## src/rtl/vga_pkg.sv

```systemverilog
// Shared 640x480@60 raster timing, mu fixed-point format and sweep state encoding
// for the VGA scan generator and its mu sweep.
package vga_pkg;

  localparam int unsigned VGA_H_VIS   = 640;
  localparam int unsigned VGA_H_FP    = 16;
  localparam int unsigned VGA_H_SYNC  = 96;
  localparam int unsigned VGA_H_BP    = 48;
  localparam int unsigned VGA_V_VIS   = 480;
  localparam int unsigned VGA_V_FP    = 10;
  localparam int unsigned VGA_V_SYNC  = 2;
  localparam int unsigned VGA_V_BP    = 33;
  localparam int unsigned VGA_H_TOTAL = VGA_H_VIS + VGA_H_FP + VGA_H_SYNC + VGA_H_BP;
  localparam int unsigned VGA_V_TOTAL = VGA_V_VIS + VGA_V_FP + VGA_V_SYNC + VGA_V_BP;

  localparam int unsigned ROW_W = 10;
  localparam int unsigned COL_W = 10;

  // mu is unsigned 2.16 fixed point: 2 integer bits, 16 fraction bits
  localparam int unsigned MU_W = 18;
  typedef logic [MU_W-1:0] mu_t;

  localparam mu_t         MU_MIN_DEF          = 18'h2_8000;
  localparam mu_t         MU_MAX_DEF          = 18'h3_FFFF;
  localparam mu_t         MU_STEP_DEF         = 18'h0_0040;
  localparam int unsigned FRAMES_PER_STEP_DEF = 4;

  typedef enum logic [1:0] {
    SWEEP_UP   = 2'd0,
    SWEEP_DOWN = 2'd1,
    SWEEP_HOLD = 2'd2
  } sweep_state_e;

  typedef struct packed {
    logic r;
    logic g;
    logic b;
  } rgb_t;

endpackage

```

## src/rtl/mu_sweep.sv

```systemverilog
// Per-frame mu sweep: bounces mu between MU_MIN and MU_MAX, stepping once every
// FRAMES_PER_STEP frames; only acts in the frame_start cycle so mu is frame-stable.
module mu_sweep
  import vga_pkg::*;
#(
  parameter mu_t         MU_MIN          = MU_MIN_DEF,
  parameter mu_t         MU_MAX          = MU_MAX_DEF,
  parameter mu_t         MU_STEP         = MU_STEP_DEF,
  parameter int unsigned FRAMES_PER_STEP = FRAMES_PER_STEP_DEF
) (
  input  logic clk,
  input  logic rst_n,
  input  logic frame_start_i,
  input  logic sweep_en_i,
  output mu_t  mu_o
);

  localparam int unsigned      CNT_W    = (FRAMES_PER_STEP > 1) ? $clog2(FRAMES_PER_STEP) : 1;
  localparam logic [CNT_W-1:0] CNT_LAST = CNT_W'(FRAMES_PER_STEP - 1);
  localparam logic [MU_W:0]    MAX_X    = {1'b0, MU_MAX};
  localparam logic [MU_W:0]    DN_LIM_X = {1'b0, MU_MIN} + {1'b0, MU_STEP};

  sweep_state_e     state_q, state_d;
  sweep_state_e     dir_q, dir_d;
  sweep_state_e     run_dir;
  logic [CNT_W-1:0] cnt_q, cnt_d;
  mu_t              mu_q, mu_d;
  logic [MU_W:0]    mu_up;

  always_ff @(posedge clk or negedge rst_n) begin
    if (!rst_n) begin
      state_q <= SWEEP_UP;
      dir_q   <= SWEEP_UP;
      cnt_q   <= '0;
      mu_q    <= MU_MIN;
    end else begin
      state_q <= state_d;
      dir_q   <= dir_d;
      cnt_q   <= cnt_d;
      mu_q    <= mu_d;
    end
  end

  // Comparisons in MU_W+1 bits so the step can never wrap mu.
  always_comb begin
    state_d = state_q;
    dir_d   = dir_q;
    cnt_d   = cnt_q;
    mu_d    = mu_q;
    run_dir = (state_q == SWEEP_HOLD) ? dir_q : state_q;
    mu_up   = {1'b0, mu_q} + {1'b0, MU_STEP};
    if (frame_start_i) begin
      if (!sweep_en_i) begin
        state_d = SWEEP_HOLD;
      end else begin
        state_d = run_dir;
        dir_d   = run_dir;
        if (cnt_q != CNT_LAST) begin
          cnt_d = cnt_q + CNT_W'(1);
        end else begin
          cnt_d = '0;
          if (run_dir == SWEEP_DOWN) begin
            if ({1'b0, mu_q} < DN_LIM_X) begin
              mu_d    = MU_MIN;
              state_d = SWEEP_UP;
              dir_d   = SWEEP_UP;
            end else begin
              mu_d = mu_q - MU_STEP;
            end
          end else begin
            if (mu_up > MAX_X) begin
              mu_d    = MU_MAX;
              state_d = SWEEP_DOWN;
              dir_d   = SWEEP_DOWN;
            end else begin
              mu_d = mu_up[MU_W-1:0];
            end
          end
        end
      end
    end
  end

  assign mu_o = mu_q;

endmodule

```

## src/rtl/vga_scan_gen.sv

```systemverilog
// VGA raster scan generator: row/col counters at CLK/2, registered colour and sync
// outputs one pixel behind row/col, and the per-frame mu sweep for the colouriser.
module vga_scan_gen
  import vga_pkg::*;
#(
  parameter int unsigned H_VIS           = VGA_H_VIS,
  parameter int unsigned H_FP            = VGA_H_FP,
  parameter int unsigned H_SYNC          = VGA_H_SYNC,
  parameter int unsigned H_BP            = VGA_H_BP,
  parameter int unsigned V_VIS           = VGA_V_VIS,
  parameter int unsigned V_FP            = VGA_V_FP,
  parameter int unsigned V_SYNC          = VGA_V_SYNC,
  parameter int unsigned V_BP            = VGA_V_BP,
  parameter mu_t         MU_MIN          = MU_MIN_DEF,
  parameter mu_t         MU_MAX          = MU_MAX_DEF,
  parameter mu_t         MU_STEP         = MU_STEP_DEF,
  parameter int unsigned FRAMES_PER_STEP = FRAMES_PER_STEP_DEF
) (
  input  logic             CLK,
  input  logic             RST,
  input  logic             sweep_en,
  input  logic             red_in,
  input  logic             green_in,
  input  logic             blue_in,
  output logic [ROW_W-1:0] row,
  output logic [COL_W-1:0] col,
  output mu_t              mu,
  output logic             frame_start,
  output logic             r,
  output logic             g,
  output logic             b,
  output logic             hsync,
  output logic             vsync
);

  localparam int unsigned H_TOTAL = H_VIS + H_FP + H_SYNC + H_BP;
  localparam int unsigned V_TOTAL = V_VIS + V_FP + V_SYNC + V_BP;

  localparam logic [COL_W-1:0] COL_LAST = COL_W'(H_TOTAL - 1);
  localparam logic [COL_W-1:0] COL_VIS  = COL_W'(H_VIS);
  localparam logic [COL_W-1:0] HS_BEG   = COL_W'(H_VIS + H_FP);
  localparam logic [COL_W-1:0] HS_END   = COL_W'(H_VIS + H_FP + H_SYNC);
  localparam logic [ROW_W-1:0] ROW_LAST = ROW_W'(V_TOTAL - 1);
  localparam logic [ROW_W-1:0] ROW_VIS  = ROW_W'(V_VIS);
  localparam logic [ROW_W-1:0] VS_BEG   = ROW_W'(V_VIS + V_FP);
  localparam logic [ROW_W-1:0] VS_END   = ROW_W'(V_VIS + V_FP + V_SYNC);

  logic             pix_en_q;
  logic [COL_W-1:0] col_q, col_d;
  logic [ROW_W-1:0] row_q, row_d;
  logic             fs_q, fs_d;
  rgb_t             rgb_q, rgb_d;
  logic             hs_q, hs_d;
  logic             vs_q, vs_d;
  logic             col_wrap;
  logic             row_wrap;
  logic             visible;

  always_ff @(posedge CLK or negedge RST) begin
    if (!RST) begin
      pix_en_q <= 1'b0;
      col_q    <= '0;
      row_q    <= '0;
      fs_q     <= 1'b0;
      rgb_q    <= '0;
      hs_q     <= 1'b1;
      vs_q     <= 1'b1;
    end else begin
      pix_en_q <= ~pix_en_q;
      col_q    <= col_d;
      row_q    <= row_d;
      fs_q     <= fs_d;
      rgb_q    <= rgb_d;
      hs_q     <= hs_d;
      vs_q     <= vs_d;
    end
  end

  // Colour and syncs decode the pre-tick row/col, so both land on the same edge.
  always_comb begin
    col_d    = col_q;
    row_d    = row_q;
    fs_d     = 1'b0;
    rgb_d    = rgb_q;
    hs_d     = hs_q;
    vs_d     = vs_q;
    col_wrap = (col_q == COL_LAST);
    row_wrap = (row_q == ROW_LAST);
    visible  = (col_q < COL_VIS) && (row_q < ROW_VIS);
    if (pix_en_q) begin
      col_d = col_wrap ? '0 : col_q + COL_W'(1);
      if (col_wrap) begin
        row_d = row_wrap ? '0 : row_q + ROW_W'(1);
      end
      fs_d  = col_wrap && row_wrap;
      rgb_d = {red_in & visible, green_in & visible, blue_in & visible};
      hs_d  = !((col_q >= HS_BEG) && (col_q < HS_END));
      vs_d  = !((row_q >= VS_BEG) && (row_q < VS_END));
    end
  end

  mu_sweep #(
    .MU_MIN         (MU_MIN),
    .MU_MAX         (MU_MAX),
    .MU_STEP        (MU_STEP),
    .FRAMES_PER_STEP(FRAMES_PER_STEP)
  ) u_mu_sweep (
    .clk          (CLK),
    .rst_n        (RST),
    .frame_start_i(fs_q),
    .sweep_en_i   (sweep_en),
    .mu_o         (mu)
  );

  assign row         = row_q;
  assign col         = col_q;
  assign frame_start = fs_q;
  assign r           = rgb_q.r;
  assign g           = rgb_q.g;
  assign b           = rgb_q.b;
  assign hsync       = hs_q;
  assign vsync       = vs_q;

endmodule

```

## config.mk

```make
export PLATFORM = sky130hd
export DESIGN_NAME = vga_scan_gen
export DESIGN_NICKNAME = d
export VERILOG_FILES = /design/src/rtl/vga_pkg.sv /design/src/rtl/mu_sweep.sv /design/src/rtl/vga_scan_gen.sv
export SDC_FILE = /design/constraint.sdc
export NUM_CORES = 1
export LEC_CHECK = 0
export ABC_AREA = 1
export ABC_CLOCK_PERIOD_IN_PS = 5600
export BUFFER_PORTS_ARGS = -buffer_cell sky130_fd_sc_hd__buf_2
export CAP_MARGIN = 5
export CORE_UTILIZATION = 40
export CTS_CLUSTER_SIZE = 28
export DETAILED_ROUTE_END_ITERATION = 10
export PLACE_DENSITY = 0.66
export SLEW_MARGIN = 20
export SYNTH_ARGS = -nofsm -noshare
export SYNTH_HDL_FRONTEND = slang
export SYNTH_HIERARCHICAL = 1
export SYNTH_SLANG_ARGS = --single-unit
export TNS_END_PERCENT = 30
```

## constraint.sdc

```tcl
create_clock -name CLK -period 5.6 [get_ports CLK]
set_clock_uncertainty 0.1 [all_clocks]
set_input_delay 0.28 -clock CLK [delete_from_list [all_inputs] [get_ports CLK]]
set_output_delay 0.28 -clock CLK [all_outputs]
set_load 0.02 [all_outputs]
```

==> flow_summary.yaml, run 1 <==
die:
  die_w_um: 89.97
  die_y_um: 89.97
  die_area_sq_um: 8095
  num_rows: 31
  start_util_pct: 42.00
  io_pins: 50
  design.core.area_sq_um: 7370
yosys:
  muxShareOfSynthArea_pct: 0
  async_flop_share_pct: 100.0
  synth_edf_count: 0
  synth-xor-area-share_pct: 3.678
  syn-num-nets: 457
  synth.avg_cell_area_sq_um: 6.988
  ys_types: 37
  yosysWarningCount: 6
  synth_top_family_by_area: "simple AND/OR/NAND/NOR gates"
  ys.flop_type: "dfrtp_1"
  syn_area_sq_um: 3095
  synthCells: 443
  ys_seq_area_share_pct: 37.35
  synth_seq_cells: 46
  synth_simple_gate_area_share_pct: 38.68
  synth_fa_ha_area_share_pct: 3.234
  synth_compound_area_share_pct: 6.791
global_route:
  antenna_found_initial: 0
  gr-total-overflow: 0
  grt_pass1_wl_um: 12360
  grt_max_degree: 47
  grt_pass1_vias: 2698
  grtUsageTotal_pct: 18.43
placement:
  hpwl_um: 5395
  numPortBuffers: 49
  place_inst: 576
  globalplace.congestion: 0.8585
sta:
  fin_tns_setup_ps: 0
  setup_viol: 0
  slew_viol_final: 0
  finalCritPeriodShare_pct: 41.25
  rsz0062_at_grt: "no"
  worst_slew_pin_slew_ps: 789.6
  fmax_mhz: 432.9
  relSlewSlack_pct: 47.17
  fin_crit_ps: 2310
  hold_viol: 0
clock_tree:
  cts_made_buffers: 5
  cts_max_level: 2
  cts_resized: 0
  clk_latency_ps: 300
  cts-root-buf: "clkbuf_8"
  cts_setup_buffers: 0
  cts.clk_slew.worst_paths_ps: 80
  cts_tree: "built"
  clk_path_buf_depth: 2
  cts.sinks: 46
final_layout:
  drive_gt1_share_pct: 17.49
  final_cell_mix: "nand2_1 (144), inv_1 (50), buf_2 (48)"
  stdcell_count: 585
  layout_commonest_cell: "nand2_1"
  area_growth_pct: 11.56
  fillers: 805
  finalNetCount: 499
  diodes: 0
power_and_ir_drop:
  p_leak_nw: 1.789
  power_density_nw_per_um2: 156.0
  irDropWorstVdd_mv: 0.1025
detailed_routing:
  via_per_inst: 4.976
  drc: 0
  wl_per_cell_um: 12.24
  drt-total-wl_um: 7160
  antenna_left: 0
  vias: 2911
  firstDrtPassIters: 4
  first_iter_violations: 131
worst_setup_path:
  startpoint_type: "flop"
  critPathLaunch: "u_mu_sweep/cnt_q[0]$_DFFE_PN0P_"
  worstSetupPathType: "reg -> reg"
  critical_path_required_ps: 5690
  r2r_slack_ps: 3290
  worst-r2r-cell-count: 8
  worstPathMaxFanout: 15
  rr_endpoint: "u_mu_sweep/mu_o[8]$_DFFE_PN0P_"
  r2r_start: "u_mu_sweep/cnt_q[0]$_DFFE_PN0P_"
  cp-end-kind: "flop"
  critPathArrivalTime_ps: 2400
worst_hold_path:
  min-delay-start: "green_in"
  hp-class: "in -> reg"
  hold_path_depth: 3
  min_to: "g$_DFFE_PN0P_"
outcome:
  status: "finished clean"
run:
  cap_viol_max_count: 0
[through the flow]
step | setup slack [ps] | hold WS, ps | area (sq um) | total power [mW] | util (%)
5_1_grt | 3057 | 136.6 | 3453 | 0.5614 | 46.86
6_report | 3290 | 130.2 | 3453 | 0.5386 | 46.86
3_5_place_dp | 3295 | 369.3 | 3361 | 0.3520 | 45.60
3_3_place_gp | 3395 | 366.4 | 3361 | 0.3521 | 45.60
2_1_floorplan | 3617 | -115.6 | 3095 | 0.3424 | -
4_1_cts | 3279 | 81.30 | 3441 | 0.5505 | 46.69
[worst max path at each step]
| stage | end | slack, ps | depth (start not counted) |
|---|---|---|---|
| 4_1_cts | u_mu_sweep/mu_o[8]$_DFFE_PN0P_ | 3280 | 8 |
| 6_report | u_mu_sweep/mu_o[8]$_DFFE_PN0P_ | 3290 | 8 |
| 3_5_place_dp | u_mu_sweep/mu_o[8]$_DFFE_PN0P_ | 3290 | 8 |
| 2_1_floorplan | u_mu_sweep/dir_q[1]$_DFFE_PN0P_ | 3620 | 13 |
| 5_1_grt | u_mu_sweep/mu_o[8]$_DFFE_PN0P_ | 3060 | 8 |
| 3_3_place_gp | u_mu_sweep/mu_o[8]$_DFFE_PN0P_ | 3400 | 8 |
[worst max-delay path, stage by stage, from the launching register on]
cell	delay, ps
dfrtp_1	370
ha_1	210
inv_1	50
nor2_1	610
inv_1	430
a31oi_1	240
nand3_1	100
nand2_1	60
inv_1	30
[final cells by class]
class / count / area, sq um / area share, %
Multi-Input combinational cell: 325 / 1622 / 46.96
Inverter: 57 / 214.0 / 6.196
Clock buffer: 8 / 80.08 / 2.319
Sequential cell: 46 / 1156 / 33.48
Timing Repair Buffer: 50 / 257.7 / 7.464
Tap cell: 99 / 123.9 / 3.587
[Yosys cell counts (2+ instances only)]
cell type  number  area (sq um)
nand2_1       144         540.5
inv_1          50         187.7
nor2_1         43         161.4
dfrtp_1        42          1051
nand3_1        33         165.2
o21ai_0        22         110.1
xor2_1         12         105.1
nand4_1        11         68.82
buf_4          10         75.07
ha_1            8         100.1
nor3_1          7         35.03
o21ai_1         6         30.03
inv_2           5         18.77
nand2_2         5         31.28
nor2_2          5         31.28
dfstp_2         4         105.1
nor2_4          4         45.04
o22ai_1         4         25.02
nand3b_1        3         22.52
a21oi_1         2         10.01
a31oi_1         2         12.51
buf_2           2         10.01
clkbuf_1        2         7.510
clkinv_1        2         7.510
nand2_4         2         22.52
nand3_2         2         20.02
[registers in the layout, indices dropped and copies added, names as in the netlist, 2 cells and up]
| signal | cells |
|---|---|
| u_mu_sweep/cnt_q | 2 |
| u_mu_sweep/mu_o | 13 |
| col | 10 |
| u_mu_sweep/state_q | 2 |
| u_mu_sweep/dir_q | 2 |
| row | 10 |
[power by group]
part           switching (mW)  leakage, nW  internal [mW]  total (mW)
combinational         0.00879         1.17        0.00307      0.0119
clock                   0.104       0.0395         0.0888       0.193
sequential           0.000734        0.581          0.333       0.334
total                   0.114         1.79          0.425       0.539
[cells by family after synthesis]
logic type,after synthesis
flip-flops,46
buffers and inverters,72
XOR/XNOR,13
AO/OA/AOI/OAI,39
adder cells (fa/ha/maj),8
AND/OR/NAND/NOR,265
[layer usage]
metal  vias up  routed length, um  GRT usage (%)
met5         -                  0              0
met4         0                151          7.124
met3        13                359          3.130
met2        75               3301          30.26
met1      1349               3348          24.30
li1       1474                  -              -
[repair_timing]
action | in CTS | in global routing
hold buffers | 0 | 1
endpoints found under the setup margin | 0 | 0
endpoints found under the hold margin | 0 | 42
(Power assumes the default switching activity.)
==> run 2: changes to the inputs <==
--- a/config.mk
+++ b/config.mk
@@ -6,13 +6,13 @@
 export NUM_CORES = 1
 export LEC_CHECK = 0
 export ABC_AREA = 1
-export ABC_CLOCK_PERIOD_IN_PS = 5600
+export ABC_CLOCK_PERIOD_IN_PS = 2000
 export BUFFER_PORTS_ARGS = -buffer_cell sky130_fd_sc_hd__buf_2
 export CAP_MARGIN = 5
 export CORE_UTILIZATION = 40
 export CTS_CLUSTER_SIZE = 28
 export DETAILED_ROUTE_END_ITERATION = 10
-export PLACE_DENSITY = 0.66
+export PLACE_DENSITY = 0.68
 export SLEW_MARGIN = 20
 export SYNTH_ARGS = -nofsm -noshare
 export SYNTH_HDL_FRONTEND = slang
==> constraint.sdc (replaced) <==
create_clock -name CLK -period 2 [get_ports CLK]
set_clock_uncertainty 0.1 [all_clocks]
set_input_delay 0.1 -clock CLK [delete_from_list [all_inputs] [get_ports CLK]]
set_output_delay 0.1 -clock CLK [all_outputs]
set_load 0.02 [all_outputs]
==> flow_summary.yaml, run 2 (same netlist as run 1, synthesis figures left out) <==
outcome:
  status: "finished clean"
power_and_ir_drop:
  power_density_nw_per_um2: 422.6
  p_leak_nw: 1.930
  irDropWorstVdd_mv: 0.2764
placement:
  globalplace.congestion: 0.9133
  place_worst_setup_slack_ps: -5.630
  hpwl_um: 5474
  place_area_sq_um: 3473
  numPortBuffers: 49
final_layout:
  finalNetCount: 522
  fin_area_sq_um: 3759
  layout_commonest_cell: "nand2_1"
  final_cell_mix: "nand2_1 (135), inv_1 (49), buf_2 (49)"
  drive_gt1_share_pct: 25.15
  area_growth_pct: 21.42
  diodes: 0
  largest_reg_flops: 13
clock_tree:
  cts.sinks: 46
  cts_tree: "built"
  cts_max_level: 2
  clk_latency_ps: 310
  cts_made_buffers: 5
  clk_path_buf_depth: 2
  cts.clk_slew.worst_paths_ps: 100
  cts-root-buf: "clkbuf_8"
worst_setup_path:
  critical_path_required_ps: 2110
  startpoint_type: "flop"
  worstSetupPathType: "reg -> reg"
  cp-end-kind: "flop"
  worstPathMaxFanout: 5
  r2r_slack_ps: 8
  critPathArrivalTime_ps: 2100
sta:
  fin_crit_ps: 1992
  finalCritPeriodShare_pct: 99.61
  slew_viol_final: 0
  hold_viol: 0
  setup_viol: 0
  fin_tns_setup_ps: 0
  fmax_mhz: 502.0
  worst_slew_pin_slew_ps: 579.8
  holdWs_ps: 63.90
  rsz0062_at_grt: "yes"
  fin_ws_ps: 7.813
  relSlewSlack_pct: 61.35
worst_hold_path:
  hp-class: "in -> reg"
detailed_routing:
  firstDrtPassIters: 5
  drt-total-wl_um: 7596
  vias: 3061
  via_per_inst: 5.035
  wl_per_cell_um: 12.49
  drc: 0
  first_iter_violations: 144
  antenna_left: 0
global_route:
  grt_max_degree: 47
  antenna_found_initial: 0
  grtUsageTotal_pct: 19.76
  gr-total-overflow: 0
  grt_pass1_vias: 2907
  grt_pass1_wl_um: 13110
die:
  io_pins: 50
  die_y_um: 89.97
  die_area_sq_um: 8095
  num_rows: 31
  start_util_pct: 42.00
  die_w_um: 89.97
  design.core.area_sq_um: 7370
run:
  cap_viol_max_count: 0
-- run 2: metal layers --
layer / global-route usage, % / routed length [um] / vias up
met4: 7.258 / 227 / 0
met2: 34.23 / 3670 / 87
li1: - / - / 1525
met3: 3.892 / 333 / 23
met5: 0 / 0 / -
met1: 24.36 / 3364 / 1426
-- run 2: worst paths after layout --
path | start | end | depth (start not counted)
max in group asynchronous | RST | u_mu_sweep/mu_o[6]$_DFFE_PN0P_ | 3
min in group asynchronous | RST | u_mu_sweep/state_q[1]$_DFFE_PN0P_ | 3
worst max-delay path | u_mu_sweep/mu_o[7]$_DFFE_PN0P_ | u_mu_sweep/mu_o[4]$_DFFE_PN0P_ | 14
worst min register to register | r$_DFFE_PN0P_ | r$_DFFE_PN0P_ | 2
worst min-delay path | sweep_en | u_mu_sweep/cnt_q[1]$_DFFE_PN0P_ | 4
worst max register to register | u_mu_sweep/mu_o[7]$_DFFE_PN0P_ | u_mu_sweep/mu_o[4]$_DFFE_PN0P_ | 14
-- run 2: layout make-up --
class                           count  area (sq um)
Clock buffer                        5         68.82
Clock inverter                      3         25.02
Fill cell                         753          3611
Inverter                           57         216.5
Multi-Input combinational cell    325          1714
Sequential cell                    46          1160
Tap cell                           99         123.9
Timing Repair Buffer               73         450.4
-- run 2: critical path, cell delays in order (launching register included) --
cell and delay (ps):
dfrtp_2 470, buf_6 140, ha_2 180, nor2_4 70, nand3_1 60, nor2_1 80
nand2_1 90, nor2_4 110, nand2_2 60, nor2_2 80, nand2_2 70, nand3_1 140
nand3_1 110, nand2_1 80, nand2_1 50
-- run 2: report_power, final --
group | internal (mW) | switching [mW]
Clock | 0.253 | 0.362
Combinational | 0.0131 | 0.0258
Sequential | 0.933 | 0.00183
Total | 1.20 | 0.389
-- run 2: repair_timing --
item | CTS | global route
buffers inserted | 4 | 1
gates cloned | 0 | 0
hold endpoints to repair | 45 | 0
endpoints found under the setup margin | 2 | 17
pin swaps | 0 | 3
resized for setup | 0 | 33
hold buffers | 4 | 0
-- run 2: metrics by stage --
step	total power, mW	std cells	util, %
global placement	0.9874	591	47.13
finish	1.588	608	51.00
detailed placement	0.9880	591	47.13
CTS	1.615	607	49.35
global route	1.652	608	51.00
floorplan	0.9589	443	-
==> run 3: changes to the inputs <==
--- a/config.mk
+++ b/config.mk
@@ -9,6 +9,7 @@
 export ABC_CLOCK_PERIOD_IN_PS = 2000
 export BUFFER_PORTS_ARGS = -buffer_cell sky130_fd_sc_hd__buf_2
 export CAP_MARGIN = 5
+export CORE_ASPECT_RATIO = 0.5
 export CORE_UTILIZATION = 40
 export CTS_CLUSTER_SIZE = 28
 export DETAILED_ROUTE_END_ITERATION = 10
==> flow_summary.yaml, run 3 (same netlist as run 1, synthesis figures left out) <==
outcome:
  status: "finished clean"
power_and_ir_drop:
  netSwitchingFraction_pct: 22.17
  power_frac_clock_pct: 46.2
  intPower_mw: 1.412
  p_leak_nw: 1.951
  irDropWorstVdd_mv: 0.3045
  power_frac_seq_pct: 51.5
  power_density_nw_per_um2: 480.6
  combPwrFrac_pct: 2.3
  power_switching_mw: 0.4024
die:
  io_pins: 50
  die_area_sq_um: 8116
  die_w_um: 126.4
  start_util_pct: 41.80
  die_y_um: 64.21
  num_rows: 22
  design.core.area_sq_um: 7405
global_route:
  grtUsageTotal_pct: 18.86
  grt_pass1_wl_um: 12100
  grt_pass1_vias: 2581
  antenna_found_initial: 0
  grt_max_degree: 35
  gr-total-overflow: 0
final_layout:
  stdcell_count: 603
  drive_gt1_share_pct: 24.46
  largest_reg_flops: 13
  diodes: 0
  fin_area_sq_um: 3776
  area_growth_pct: 21.99
  layout_commonest_cell: "nand2_1"
  fin_util_pct: 51.00
  fillers: 742
  final_cell_mix: "nand2_1 (140), inv_1 (49), buf_2 (49)"
  finalNetCount: 520
worst_setup_path:
  crit_family: "simple AND/OR/NAND/NOR gates"
  slowest_stage: "dfrtp_1"
  worstSetupPathType: "reg -> reg"
  path_buf_inv: 2
  worstPathMaxFanout: 8
  cp_cell_sequence: "inv_2, ha_4, nand3_2, nor2_2, nand2_2, nor2_4, nand2_2, nor2_2, nand2_2, nand2_4, nand2_8, nand3_1, nand2_1, inv_1"
  r2r_slack_ps: 40
  startpoint_type: "flop"
  rr_endpoint: "u_mu_sweep/mu_o[8]$_DFFE_PN0P_"
  max_stage_delay_ps: 430
  critPathArrivalTime_ps: 2090
  r2r_start: "u_mu_sweep/mu_o[6]$_DFFE_PN0P_"
  cp-end-kind: "flop"
  critical_path_required_ps: 2130
  worst-r2r-cell-count: 14
  path_common_cell: "nand2_2"
detailed_routing:
  drt-total-wl_um: 7250
  wl_per_cell_um: 12.02
  antenna_left: 0
  via_per_inst: 4.861
  drc: 0
  vias: 2931
  firstDrtPassIters: 5
  first_iter_violations: 130
worst_hold_path:
  min_to: "u_mu_sweep/dir_q[0]$_DFFE_PN0P_"
  hp-class: "in -> reg"
  min-delay-start: "sweep_en"
  hold_path_depth: 4
clock_tree:
  cts_max_level: 2
  cts_tree: "built"
  cts-root-buf: "clkbuf_16"
  cts.sinks: 46
  clk_latency_ps: 290
  clk_path_buf_depth: 2
  cts.clk_slew.worst_paths_ps: 60
  cts_made_buffers: 5
sta:
  finalCritPeriodShare_pct: 97.98
  rsz0062_at_grt: "yes"
  fin_crit_ps: 1960
  relSlewSlack_pct: 49.35
  setup_viol: 0
  hold_viol: 0
  slew_viol_final: 0
  worst_slew_pin_slew_ps: 759.7
  fmax_mhz: 510.3
run:
  cap_viol_max_count: 0
placement:
  hpwl_um: 5359
  place_area_sq_um: 3470
  numPortBuffers: 49
  place_inst: 588
  globalplace.congestion: 0.9373
## run 3: cell count changes in the layout (fill, tap and decap cells not counted), sizes merged
cell,change
clkbuf,+1
buf,-2
inv,-1
clkinv,+1
clkinvlp,-1
## run 3: final cells by class
cell class              instances  area, sq um  share of cell area, %
well taps                      96        120.1                  3.181
repair buffers                 71        420.4                  11.13
multi-input cells             325         1719                  45.53
clock inverters                 2        13.76                 0.3645
clock buffers                   6        128.9                  3.413
flip-flops and latches         46         1160                  30.72
inverters                      57        214.0                  5.666
## run 3: power groups by stage
stage | Combinational, mW | Sequential [mW] | Clock [mW]
2_1_floorplan | 0.00227 | 0.957 | 0
3_3_place_gp | 0.0369 | 0.953 | 0
3_5_place_dp | 0.0373 | 0.953 | 0
4_1_cts | 0.0434 | 0.935 | 0.864
5_1_grt | 0.0474 | 0.935 | 0.904
6_report | 0.0410 | 0.935 | 0.838
## run 3: worst max-delay path by stage
stage / cells past startpoint / end / startpoint
5_1_grt: 14 / u_mu_sweep/mu_o[8]$_DFFE_PN0P_ / u_mu_sweep/mu_o[6]$_DFFE_PN0P_
3_3_place_gp: 12 / u_mu_sweep/mu_o[4]$_DFFE_PN0P_ / u_mu_sweep/mu_o[6]$_DFFE_PN0P_
2_1_floorplan: 13 / u_mu_sweep/dir_q[1]$_DFFE_PN0P_ / u_mu_sweep/mu_o[6]$_DFFE_PN0P_
4_1_cts: 12 / u_mu_sweep/mu_o[4]$_DFFE_PN0P_ / u_mu_sweep/mu_o[7]$_DFFE_PN0P_
3_5_place_dp: 12 / u_mu_sweep/mu_o[4]$_DFFE_PN0P_ / u_mu_sweep/mu_o[6]$_DFFE_PN0P_
6_report: 14 / u_mu_sweep/mu_o[8]$_DFFE_PN0P_ / u_mu_sweep/mu_o[6]$_DFFE_PN0P_
## run 3: tightest hold or removal path: cells and delay by family
kind | cells | cell delay [ps]
buffers and inverters | 1 | 70
and+or+nand+nor | 3 | 250
## run 3: metal layers
layer	wire, um	vias to the layer above	GRT usage [%]
met5	0	-	0
met4	61	0	4.819
met3	273	7	4.104
met2	3303	45	31.08
met1	3612	1355	25.18
li1	-	1524	-
## run 3: what timing repair did
item / 4_1_cts / 5_1_grt
setup endpoints to repair: 0 / 17
gates resized for setup: 0 / 27
hold endpoints to repair: 31 / 0
hold buffers: 4 / 0
setup buffers: 0 / 3
## run 3: through the flow
stage | hold WS [ps] | TNS (ps) | setup slack [ps] | power [mW]
2_1_floorplan | -295.6 | 0 | 16.99 | 0.9589
3_3_place_gp | 118.1 | 0 | 55.52 | 0.9896
3_5_place_dp | 118.2 | 0 | 53.37 | 0.9898
4_1_cts | 56.10 | 0 | 37.72 | 1.842
5_1_grt | 106.0 | -1408 | -143.0 | 1.886
6_report | 76.04 | 0 | 40.43 | 1.815
